File: src/rtl/if_prefetch_stage_if.sv
// if_prefetch_stage_if
// Bundles the two handshakes of the instruction-fetch prefetch stage:
//   - instruction SRAM request/response bus (req/addr out, addr_ok/data_ok/rdata in)
//   - fetch-to-decode handshake (valid/bus out, allowin in)
// Modports:
//   master : the prefetch stage side
//   slave  : the memory / decode side (used by the testbench)
interface if_prefetch_stage_if;
  logic        inst_sram_req;
  logic [31:0] inst_sram_addr;
  logic        inst_sram_addr_ok;
  logic        inst_sram_data_ok;
  logic [31:0] inst_sram_rdata;
  logic        id_allowin;
  logic        if_to_id_valid;
  logic [79:0] if_to_id_bus;

  modport master (
    output inst_sram_req,
    output inst_sram_addr,
    input  inst_sram_addr_ok,
    input  inst_sram_data_ok,
    input  inst_sram_rdata,
    input  id_allowin,
    output if_to_id_valid,
    output if_to_id_bus
  );

  modport slave (
    input  inst_sram_req,
    input  inst_sram_addr,
    output inst_sram_addr_ok,
    output inst_sram_data_ok,
    output inst_sram_rdata,
    output id_allowin,
    input  if_to_id_valid,
    input  if_to_id_bus
  );
endinterface

File: src/rtl/if_prefetch_stage.sv
// if_prefetch_stage
// Prefetching instruction-fetch stage. Issues in-order fetch requests to the
// instruction SRAM, remembers the PC of every accepted request, and queues the
// returned instructions for the decode stage. Redirects (exception, exception
// return, branch) flush everything and drop responses still in flight.
// Ports:
//   clk, reset            : clock, synchronous active-high reset
//   br_taken/br_target    : branch redirect
//   ertn_flush/ex_ra      : exception-return redirect
//   wb_ex/ex_entry        : exception redirect (highest priority)
//   bus (master)          : SRAM request/response and decode handshake
//   if_to_id_bus layout   : {pc[31:0], inst[31:0], ex, ex_code[14:0]}
// Optional feature: define IF_ADEF_EN to raise an address-error fetch
// exception (ex_code 15'h0008) for misaligned fetch PCs instead of fetching.
module if_prefetch_stage #(
  parameter int          QDEPTH   = 4,
  parameter logic [31:0] PC_RESET = 32'h1C000000
) (
  input  logic        clk,
  input  logic        reset,
  input  logic        br_taken,
  input  logic [31:0] br_target,
  input  logic        ertn_flush,
  input  logic [31:0] ex_ra,
  input  logic        wb_ex,
  input  logic [31:0] ex_entry,
  if_prefetch_stage_if.master bus
);

  localparam int PW = (QDEPTH > 1) ? $clog2(QDEPTH) : 1;
  localparam int CW = PW + 1;
  localparam int SW = CW + 2;

  logic [31:0]   fetch_pc;
  logic [CW-1:0] outstanding;
  logic [CW-1:0] discard;
  logic [CW-1:0] q_count;
  logic [PW-1:0] q_wr, q_rd, pf_wr, pf_rd;
  logic [79:0]   q_mem  [QDEPTH];
  logic [31:0]   pf_mem [QDEPTH];

  logic          redirect;
  logic [31:0]   redirect_pc;
  logic [SW-1:0] credit_used;
  logic          has_credit;
  logic          pc_misaligned;
  logic          adef_push;
  logic          accept;
  logic          resp_take;
  logic          resp_live;
  logic          push;
  logic          pop;
  logic [79:0]   push_entry;
  logic [CW-1:0] redirect_discard;

  // Redirect selection: exception beats exception return beats branch.
  always_comb begin
    redirect    = wb_ex | ertn_flush | br_taken;
    redirect_pc = br_target;
    if (wb_ex)
      redirect_pc = ex_entry;
    else if (ertn_flush)
      redirect_pc = ex_ra;
  end

  // Every issued request reserves a queue slot until its instruction leaves,
  // and dropped responses still hold a slot until they arrive, so a
  // non-discarded response always finds room in the queue.
  assign credit_used = SW'(outstanding) + SW'(q_count) + SW'(discard);
  assign has_credit  = credit_used < SW'(QDEPTH);

`ifdef IF_ADEF_EN
  logic adef_sent;

  // A misaligned PC never goes to memory. Once every earlier request has
  // drained, one exception entry is queued and fetching halts until the
  // exception redirect arrives.
  assign pc_misaligned = fetch_pc[1:0] != 2'b00;
  assign adef_push     = !reset && !redirect && pc_misaligned && !adef_sent &&
                         (outstanding == '0) && (discard == '0) &&
                         (q_count < CW'(QDEPTH));

  always_ff @(posedge clk) begin
    if (reset || redirect)
      adef_sent <= 1'b0;
    else if (adef_push)
      adef_sent <= 1'b1;
  end
`else
  assign pc_misaligned = 1'b0;
  assign adef_push     = 1'b0;
`endif

  assign bus.inst_sram_req  = !reset && has_credit && !pc_misaligned;
  assign bus.inst_sram_addr = fetch_pc;
  assign accept             = bus.inst_sram_req && bus.inst_sram_addr_ok;

  // A response is only meaningful if something is actually in flight; this
  // keeps a stray data_ok from corrupting the counters.
  assign resp_live = bus.inst_sram_data_ok && ((outstanding != '0) || (discard != '0));
  assign resp_take = bus.inst_sram_data_ok && !redirect && (discard == '0) &&
                     (outstanding != '0);

  // Everything still in flight after this cycle becomes garbage on a redirect,
  // including a request accepted now; a response arriving now is already gone.
  assign redirect_discard = outstanding + discard + CW'(accept) - CW'(resp_live);

  assign push       = resp_take || adef_push;
  assign push_entry = adef_push ? {fetch_pc, 32'h0, 1'b1, 15'h0008}
                                : {pf_mem[pf_rd], bus.inst_sram_rdata, 1'b0, 15'h0000};

  assign bus.if_to_id_valid = !reset && (q_count != '0);
  assign bus.if_to_id_bus   = q_mem[q_rd];
  assign pop                = bus.if_to_id_valid && bus.id_allowin;

  // Fetch PC, in-flight bookkeeping and the instruction queue. Responses are
  // matched to PCs purely by order, so the PC FIFO pops on every kept response.
  always_ff @(posedge clk) begin
    if (reset) begin
      fetch_pc    <= PC_RESET;
      outstanding <= '0;
      discard     <= '0;
      q_count     <= '0;
      q_wr        <= '0;
      q_rd        <= '0;
      pf_wr       <= '0;
      pf_rd       <= '0;
    end else if (redirect) begin
      fetch_pc    <= redirect_pc;
      outstanding <= '0;
      discard     <= redirect_discard;
      q_count     <= '0;
      q_wr        <= '0;
      q_rd        <= '0;
      pf_wr       <= '0;
      pf_rd       <= '0;
    end else begin
      if (accept) begin
        pf_mem[pf_wr] <= fetch_pc;
        pf_wr         <= pf_wr + PW'(1);
        fetch_pc      <= fetch_pc + 32'd4;
      end
      if (bus.inst_sram_data_ok) begin
        if (discard != '0)
          discard <= discard - CW'(1);
        else if (outstanding != '0)
          pf_rd <= pf_rd + PW'(1);
      end
      outstanding <= outstanding + CW'(accept) - CW'(resp_take);
      if (push) begin
        q_mem[q_wr] <= push_entry;
        q_wr        <= q_wr + PW'(1);
      end
      if (pop)
        q_rd <= q_rd + PW'(1);
      q_count <= q_count + CW'(push) - CW'(pop);
    end
  end

endmodule
File: src/flat_wrapper.sv
// flat-port wrapper written by rule: the top's interface ports become plain ports
module if_prefetch_stage_flat 
#(
  parameter int          QDEPTH   = 4,
  parameter logic [31:0] PC_RESET = 32'h1C000000
)
  (clk, reset, br_taken, br_target, ertn_flush, ex_ra, wb_ex, ex_entry, bus_inst_sram_req, bus_inst_sram_addr, bus_inst_sram_addr_ok, bus_inst_sram_data_ok, bus_inst_sram_rdata, bus_id_allowin, bus_if_to_id_valid, bus_if_to_id_bus);
  if_prefetch_stage_if bus_i ();
  input  logic clk;
  input  logic reset;
  input  logic br_taken;
  input  logic [31:0] br_target;
  input  logic ertn_flush;
  input  logic [31:0] ex_ra;
  input  logic wb_ex;
  input  logic [31:0] ex_entry;
  output wire logic [$bits(bus_i.inst_sram_req)-1:0] bus_inst_sram_req;
  output wire logic [$bits(bus_i.inst_sram_addr)-1:0] bus_inst_sram_addr;
  input wire logic [$bits(bus_i.inst_sram_addr_ok)-1:0] bus_inst_sram_addr_ok;
  input wire logic [$bits(bus_i.inst_sram_data_ok)-1:0] bus_inst_sram_data_ok;
  input wire logic [$bits(bus_i.inst_sram_rdata)-1:0] bus_inst_sram_rdata;
  input wire logic [$bits(bus_i.id_allowin)-1:0] bus_id_allowin;
  output wire logic [$bits(bus_i.if_to_id_valid)-1:0] bus_if_to_id_valid;
  output wire logic [$bits(bus_i.if_to_id_bus)-1:0] bus_if_to_id_bus;
  assign bus_inst_sram_req = bus_i.inst_sram_req;
  assign bus_inst_sram_addr = bus_i.inst_sram_addr;
  assign bus_i.inst_sram_addr_ok = bus_inst_sram_addr_ok;
  assign bus_i.inst_sram_data_ok = bus_inst_sram_data_ok;
  assign bus_i.inst_sram_rdata = bus_inst_sram_rdata;
  assign bus_i.id_allowin = bus_id_allowin;
  assign bus_if_to_id_valid = bus_i.if_to_id_valid;
  assign bus_if_to_id_bus = bus_i.if_to_id_bus;
  if_prefetch_stage #(.QDEPTH(QDEPTH), .PC_RESET(PC_RESET)) u_core (.clk(clk), .reset(reset), .br_taken(br_taken), .br_target(br_target), .ertn_flush(ertn_flush), .ex_ra(ex_ra), .wb_ex(wb_ex), .ex_entry(ex_entry), .bus(bus_i));
endmodule
File: config.mk
export PLATFORM = sky130hd
export DESIGN_NAME = if_prefetch_stage_flat
export DESIGN_NICKNAME = d
export VERILOG_FILES = /design/src/rtl/if_prefetch_stage_if.sv /design/src/rtl/if_prefetch_stage.sv /design/src/flat_wrapper.sv
export SDC_FILE = /design/constraint.sdc
export NUM_CORES = 1
export LEC_CHECK = 0
export ABC_AREA = 1
export BUFFER_PORTS_ARGS = -buffer_cell sky130_fd_sc_hd__buf_4
export CORE_ASPECT_RATIO = 1.2
export CORE_UTILIZATION = 52
export DETAILED_ROUTE_END_ITERATION = 16
export PLACE_DENSITY = 0.86
export SLEW_MARGIN = 20
export SYNTH_ARGS = -nofsm -noshare
export SYNTH_HDL_FRONTEND = slang
export SYNTH_SLANG_ARGS = --single-unit
File: constraint.sdc
create_clock -name clk -period 4 [get_ports clk]
set_input_delay 0.4 -clock clk [delete_from_list [all_inputs] [get_ports clk]]
set_output_delay 0.4 -clock clk [all_outputs]
set_load 0.01 [all_outputs]
==> flow_summary.yaml <==
outcome:
  run_status: "finished clean"
sta:
  worst_slew_pin_slew_ns: 1.07
  slew_headroom_pct: 28.0
  fmax_ghz: 0.291
  hold_viol: 0
  period_share_pct: 86.0
  finalWorstSetupSlack_ns: 0.561
  setup_viol: 0
  clock_skew_ns: 0.0188
  holdWs_ns: 0.0409
  finalMaxSlewViolations: 0
  period_minus_slack_ns: 3.44
  grt_setup_unrepaired: "no"
  setup_tns_ns: 0
clock_network:
  cts_tree: "yes"
  postCtsSetupBuffers: 0
  clk_latency_ns: 0.55
  clock_path_buffers: 3
  clk_pin_slew_ns: 0.07
  root_buffer: "clkbuf_16"
  cts_sinks: 437
  ctsResizeCount: 0
  hold_buffers: 0
  numCtsBuffers: 41
  htree_levels: 2
route:
  viasPerCell: 5.73
  routedLengthMet1_mm: 17.2
  drtAntennaViolNets: 0
  wl_met3_mm: 3.30
  routed.top_layer: "met4"
  routed_wl_mm: 44.5
  first_iter_violations: 1295
  wire_per_inst_um: 19.1
  route.met2.wl_mm: 22.7
  drc: 0
  num_vias: 13389
  first_pass_iters: 5
floorplanning:
  fp.coreArea_sq_um: 35100
  initial_core_util_pct: 52.9
  row_count: 75
  fp.dieW_um: 174
  dieArea_sq_um: 36400
  fp.dieH_um: 209
  ioPinCount: 250
yosys:
  syn-cell-area_sq_um: 18600
  yosysSeqAreaShare_pct: 67.9
  synth-seq-cells: 437
  synth_warnings: 0
  synth_area_per_cell_sq_um: 11.3
  ys_types: 47
  synthCells: 1635
power:
  finalPower_mw: 9.48
  power_leakage_nw: 8.03
  ir_worst_vdd_mv: 0.283
  p_per_area_nw_per_um2: 431
setup_path:
  crit_path_start_kind: "register"
  worstSetupEndpointType: "register"
  critPathArrivalTime_ns: 3.89
  critPathKind: "register to register"
  critPathRequiredTime_ns: 4.45
  cp_max_fo: 11
finish:
  layout_common_cells: "edfxtp_1 (384), nor2_1 (275), o21ai_0 (256)"
  mostFrequentLayoutCell: "edfxtp_1"
  instances_no_fill: 2336
  stdcell_area_sq_um: 22000
  n_antenna_cell: 0
  final_util_pct: 62.6
  drive_above_1_share_pct: 19.4
  area_growth_pct: 18.4
  nFillCells: 2625
  nets: 2004
min_path:
  hp-class: "input pin to register"
grt:
  grt_usage_pct: 24.3
  grt_start_max_net_pins: 83
  overflow: 0
  grt_pass1_vias: 13269
  grt_pass1_wl_mm: 69.1
  grt_antenna_before_repair: 0
placement:
  hpwlAfterDp_mm: 28.1
  port_buffers: 233
  place_inst: 2260
  placed_area_sq_um: 20600
  post-place-ws_ns: 0.576
  gp_congestion: 0.888
job:
  max-cap-violations: 0
[report_power, final]
group          internal [mW]  leakage (nW)  switching [mW]
registers               5.00          3.90           0.121
clock network           2.16         0.640            1.66
logic                  0.248          3.48           0.293
[layout make-up]
type	instances	area (sq um)	area share (%)
clock buffer	47	1050	4.77
sequential	437	12600	57.3
timing repair buffer	255	1960	8.94
clock inverter	29	275	1.25
inverter	78	294	1.34
multi-input combinational	1028	5210	23.7
tap	462	578	2.63
[per-layer routing]
metal	global-route usage [%]	vias to the layer above
met5	0	-
met3	3.71	94
met2	43.1	721
li1	-	6202
met4	9.29	0
met1	29.7	6372
[cell families (layout without fill, tap and decap cells)]
kind of cell / Yosys count / in the layout / synth area share (%)
other: 1 / 16 / 0.0202
AO/OA/AOI/OAI: 446 / 446 / 13.1
flip-flops: 437 / 437 / 67.9
XOR/XNOR: 13 / 13 / 0.654
AND/OR/NAND/NOR: 526 / 526 / 11.8
buffers and inverters: 185 / 409 / 4.55
adder cells (fa/ha/maj): 27 / 27 / 2.02
[critical path: stages, from the launching register on]
cell      delay (ns)
dfxtp_1         0.33
ha_1            0.22
fa_1            0.38
xor2_1          0.15
ha_1            0.27
inv_1           0.04
nand2_1         0.08
nor2_2          0.06
nand4_2         0.21
inv_1           0.21
fa_1            0.47
fa_1            0.38
xor2_1          0.18
nor2_1          0.09
nor2_1          0.04
a211oi_1        0.22
[synthesized netlist by cell type (all sizes together)]
library cell	number	share of area (%)
clkinv	2	0.040
nor2	296	6.4
nor3	3	0.11
dfxtp	53	5.7
a31oi	1	0.034
conb	1	0.020
o211a	2	0.11
edfxtp	384	62
inv	76	1.5
and2	1	0.034
o21ai	258	7.0
a211oi	2	0.081
xor2	9	0.47
nand2	178	3.8
ha	22	1.5
nand4	2	0.10
a21o	1	0.047
o22ai	97	3.3
or2	1	0.034
o211ai	13	0.53
o21bai	1	0.040
nand3b	6	0.24
a21oi	66	1.8
fa	5	0.54
xnor2	4	0.19
o31ai	2	0.081
clkbuf	62	1.4
buf	45	1.6
nand3	39	1.1
o21a	2	0.081
a22oi	1	0.040
[flip-flops by register name (all words and copies together), names as in the netlist, named ones only]
name	flops
u_core.discard	3
u_core.q_mem	256
u_core.q_wr	2
u_core.pf_rd	2
u_core.bus.inst_sram_addr	32
u_core.q_rd	2
u_core.pf_wr	2
u_core.q_count	3
u_core.pf_mem	128
u_core.outstanding	3
[worst paths after layout]
| check | endpoint | cells past startpoint | from | slack (ns) |
|---|---|---|---|---|
| worst min-delay path | u_core.q_mem[3][5] | 1 | bus_inst_sram_rdata[5] | 0.04 |
| worst max register to register | u_core.discard[2] | 15 | u_core.q_count[0] | 0.56 |
| worst max-delay path | u_core.discard[2] | 15 | u_core.q_count[0] | 0.56 |
| worst min register to register | register | 2 | u_core.pf_rd[1] | 0.49 |
(Power assumes the default switching activity.)
